`src/rtl/ailn_out_collector.sv`:
```
// ailn_out_collector: packs the serial normalized element stream into one
// wide vector and hands it downstream under a valid/ready handshake.
module ailn_out_collector #(
  parameter int DATA_WIDTH = 192,
  parameter int ELEM_WIDTH = 8,
  localparam int N_ELEM = DATA_WIDTH / ELEM_WIDTH,
  localparam int CNT_W = $clog2(N_ELEM + 1)
) (
  input  logic                  i_clk,
  input  logic                  i_rst,
  input  logic                  i_start,
  input  logic                  i_valid,
  input  logic [ELEM_WIDTH-1:0] i_data,
  input  logic                  i_done,
  input  logic                  i_vec_ready,
  output logic [DATA_WIDTH-1:0] o_vec,
  output logic                  o_vec_valid,
  output logic                  o_busy,
  output logic [CNT_W-1:0]      o_count,
  output logic                  o_err_short,
  output logic                  o_err_over
);

  typedef enum logic [1:0] {
    IDLE    = 2'd0,
    COLLECT = 2'd1,
    HOLD    = 2'd2
  } state_t;

  state_t state;
  logic   arm;
  logic   last;

  // A held vector is only abandoned once it has been handed off.
  always_comb begin
    arm = 1'b0;
    unique case (1'b1)
      state == IDLE:    arm = i_start;
      state == COLLECT: arm = i_start;
      state == HOLD:    arm = i_start & i_vec_ready;
      default:          arm = 1'b0;
    endcase
  end

  assign last = i_valid && (o_count == CNT_W'(N_ELEM - 1));

  always_ff @(posedge i_clk) begin
    if (i_rst) begin
      state       <= IDLE;
      o_vec       <= '0;
      o_vec_valid <= 1'b0;
      o_busy      <= 1'b0;
      o_count     <= '0;
      o_err_short <= 1'b0;
      o_err_over  <= 1'b0;
    end else if (arm) begin
      state       <= COLLECT;
      o_vec       <= '0;
      o_vec_valid <= 1'b0;
      o_busy      <= 1'b1;
      o_count     <= '0;
      o_err_short <= 1'b0;
      o_err_over  <= 1'b0;
    end else begin
      case (state)
        IDLE: begin
          if (i_valid) o_err_over <= 1'b1;
        end
        COLLECT: begin
          if (i_valid) begin
            for (int k = 0; k < N_ELEM; k++) begin
              if (o_count == CNT_W'(k))
                o_vec[DATA_WIDTH-1-ELEM_WIDTH*k -: ELEM_WIDTH] <= i_data;
            end
            o_count <= o_count + CNT_W'(1);
          end
          if (last) begin
            state       <= HOLD;
            o_busy      <= 1'b0;
            o_vec_valid <= 1'b1;
          end else if (i_done) begin
            state       <= HOLD;
            o_busy      <= 1'b0;
            o_vec_valid <= 1'b1;
            o_err_short <= 1'b1;
          end
        end
        HOLD: begin
          if (i_valid) o_err_over <= 1'b1;
          if (i_vec_ready) begin
            state       <= IDLE;
            o_vec_valid <= 1'b0;
          end
        end
        default: begin
          state       <= IDLE;
          o_vec_valid <= 1'b0;
          o_busy      <= 1'b0;
        end
      endcase
    end
  end

endmodule

```
`config.mk`:
```
export PLATFORM = sky130hd
export DESIGN_NAME = ailn_out_collector
export DESIGN_NICKNAME = d
export VERILOG_FILES = /design/src/rtl/ailn_out_collector.sv
export SDC_FILE = /design/constraint.sdc
export NUM_CORES = 1
export LEC_CHECK = 0
export ABC_AREA = 1
export CAP_MARGIN = 20
export CORE_ASPECT_RATIO = 0.75
export CORE_MARGIN = 5
export CORE_UTILIZATION = 35
export CTS_CLUSTER_SIZE = 10
export DETAILED_ROUTE_END_ITERATION = 8
export PLACE_DENSITY = 0.66
export SLEW_MARGIN = 0
export SYNTH_ARGS = -nofsm -noshare
export SYNTH_HDL_FRONTEND = slang
export SYNTH_SLANG_ARGS = --single-unit
```
`constraint.sdc`:
```
create_clock -name i_clk -period 1.9 [get_ports i_clk]
set_input_delay 0.475 -clock i_clk [delete_from_list [all_inputs] [get_ports i_clk]]
set_output_delay 0.475 -clock i_clk [all_outputs]
set_load 0.03 [all_outputs]
```
==> run metrics <==
number of buffers added by the clock tree synthesis step 24; largest family of logic cells by synthesized area simple AND/OR/NAND/NOR gates; maximum resistive drop on vdd 535.2 uV; Critical Path Source Type register; maximum number of pins on one net before global-route repair 49; final worst setup slack 74.16 ps; H-tree depth 1; status finished, final reports clean; final setup skew 7.367 ps; slew at the pin with the worst max-slew slack 515.0 ps; largest fanout on the critical path 5; core area 0.02282 mm2; flip-flop and latch count after synthesis 202; number of global-route vias before repair roughly 7.2k; number of setup violations in the final report 0; crit path time final ~1800 ps; fraction of the yosys area taken by sequential cells around half; gate count after technology mapping 1,148; fraction of synthesized area in multiplexers 0%; largest cells by area after synthesis sky130_fd_sc_hd__dfxtp_1 50%, sky130_fd_sc_hd__nand2_1 16%, sky130_fd_sc_hd__nor2_1 16%; root buffer cell sky130_fd_sc_hd__clkbuf_16; PnR Total Power 8.817 mW; worst setup path category register to primary output; worst-case clock buffer depth 3; clock latency on the worst-skew pair 510 ps; layout cells sized above 1 ~10%; count of standard-cell rows between 40 and 50; Die Area 0.02621 mm2; fraction of the mapped netlist area in simple logic gates 40.58%; count of different cell masters after synthesis 22; Final #Nets 1,412; area share of the largest cell type after synthesis 50.14%; cells along the critical path clkdlybuf4s15_1; Worst EP required 1420 ps; Placed Instance Area 0.01106 mm2; most common cell after layout, fill and taps aside sky130_fd_sc_hd__nand2_1; achievable frequency about 550 MHz; mean number of vias per cell 4.583; Clock Pin Slew Worst Setup and Hold Paths approximately 50 ps; placed cell count 1,667; power density cells 768.6 mW/mm2; vertical extent of the die 141.5 um; overflow left after global routing 0; global-route wire length before repair 39.83 mm; final instance area 0.01147 mm2; Ys Warns 0; clock sinks 202; diode count 0; number of DRC violations after detailed routing 0; count of TritonRoute iterations in the first routing pass 5; number of buffers and inverters on the critical path 1; RSZ-0062 raised after global routing false; Max-slew headroom 65.54%; worst endpoint data arrival time 1350 ps; horizontal die dimension 185.3 um; delay-heaviest family, CP buffers and inverters; cell type with the largest total area after synthesis sky130_fd_sc_hd__dfxtp_1; Detail Placement HPWL 18.11 mm; worst hold slack across all endpoints 471.3 ps; Area growth syn-to-layout 42.23%; post-synthesis compound-gate area fraction between 3 and 4%; effective utilization at floorplan 35.34%; non-filler instance count after layout between 1.5k and 2k; total routing usage reported by global routing 18.78%; fill count 2,296; area of the mapped netlist slightly above 0.008 mm2; critical path endpoint category primary output; average size of a mapped cell 7.025 um2; vias after detailed routing 7,773; postcts setup bufs 0; most used cells in the layout excluding fill and tap cells 349 x sky130_fd_sc_hd__nand2_1, 348 x sky130_fd_sc_hd__nor2_1, 202 x sky130_fd_sc_hd__dfxtp_1; Leakage about 5.1 nW; CP max stage delay roughly 440 ps; final weighted congestion in routability-driven placement 0.8179; drt first-iter violations ~530; xor-xnor portion of the synthesized cell area 0%; Max Cap Viol 0; slowest cell on the critical path sky130_fd_sc_hd__clkdlybuf4s15_1; Post-Syn Nets approximately 1.2k; synthesized-area fraction occupied by adder cells 0.7757%; worst setup timing slack at the placement stage -183.0 ps; routed wire length between 20 and 30 mm; I/O pin count 215; TritonCTS clock tree built; final hold violation count 0; kind of path behind the tightest hold check register to register; antenna violation net count after detailed routing 0; final worst-path cycle share a little over nine tenths; pins over their slew limit 0; detailed-route wire length per cell 14.95 um; number of antenna violations at the first check in global routing 0; port buffer count 214
worst paths after layout:
kind                                              start                 endpoint  slack, ps  cells past startpoint
worst max-delay path            o_count[2]$_SDFFE_PP0P_               o_count[2]         70                      1
worst min-delay path             o_vec[14]$_SDFFE_PP0P_   o_vec[14]$_SDFFE_PP0P_        470                      2
worst max register to register  o_count[1]$_SDFFE_PP0P_  o_count[4]$_SDFFE_PP0P_        190                      6
worst min register to register   o_vec[14]$_SDFFE_PP0P_   o_vec[14]$_SDFFE_PP0P_        470                      2
area by class of cell:
class	count	area, um2	area share, %
flip-flops and latches	202	4044	35.25
multi-input cells	851	3588	31.28
repair buffers	287	2695	23.49
clock buffers	28	656.9	5.726
well taps	300	375.4	3.272
inverters	27	106.4	0.9271
clock inverters	1	5.005	0.04363
per-stage QoR:
stage / util (%) / TNS, ps
3_3_place_gp: 48.47 / -14180
3_5_place_dp: 48.47 / -12850
2_1_floorplan: - / 0
5_1_grt: 50.26 / 0
4_1_cts: 50.27 / 0
6_report: 50.26 / 0
cells by family (layout without fill, tap and decap cells):
group | count (synthesis) | after routing
buf+inv | 95 | 343
fa+ha+maj | 5 | 5
compound gates | 49 | 49
simple gates | 797 | 797
flops | 202 | 202
cell usage after synthesis:
master and number:
sky130_fd_sc_hd__dfxtp_1 202, sky130_fd_sc_hd__inv_2 7, sky130_fd_sc_hd__nand2_1 350, sky130_fd_sc_hd__nor3_1 1
sky130_fd_sc_hd__nor2_1 349, sky130_fd_sc_hd__buf_2 28, sky130_fd_sc_hd__a21oi_1 48, sky130_fd_sc_hd__nand3_1 69
sky130_fd_sc_hd__nor2_2 2, sky130_fd_sc_hd__inv_1 20, sky130_fd_sc_hd__nor2_8 1, sky130_fd_sc_hd__nand2_2 3
sky130_fd_sc_hd__or2_2 1, sky130_fd_sc_hd__clkbuf_1 26, sky130_fd_sc_hd__o21ai_0 1, sky130_fd_sc_hd__buf_4 13
sky130_fd_sc_hd__buf_1 1, sky130_fd_sc_hd__nand2_8 1, sky130_fd_sc_hd__nor3_2 3, sky130_fd_sc_hd__nand2_4 1
sky130_fd_sc_hd__nor2_4 16, sky130_fd_sc_hd__ha_1 5
where the power goes:
group          total (mW)  internal [mW]  switching (mW)  leakage [nW]
Sequential           4.26           4.25         0.00938          1.63
Combinational       0.535          0.190           0.345          3.15
Clock                4.02           2.39            1.63         0.328
Total                8.82           6.83            1.99          5.11
per-layer routing:
layer  vias to the layer above  track usage, %  share of wire (%)  wire length, um
li1                       4007               -                  -                -
met1                      3493           27.41                 48            12270
met2                       241           28.51                 42            10710
met3                        32           4.357                7.8             1966
met4                         0           3.822                1.6              409
met5                         -               0                  0                0
what timing repair did:
action / CTS / global route
hold buffers: 0 / 0
resized for setup: 202 / 6
setup endpoints to repair: 201 / 11
flip-flops by register name, indices dropped and copies added, names as in the netlist:
signal,flops
o_err_over,1
o_vec,192
o_count,5
state,1
o_err_short,1
o_vec_valid,1
o_busy,1
Note: power is estimated with default switching activity, not from simulation.
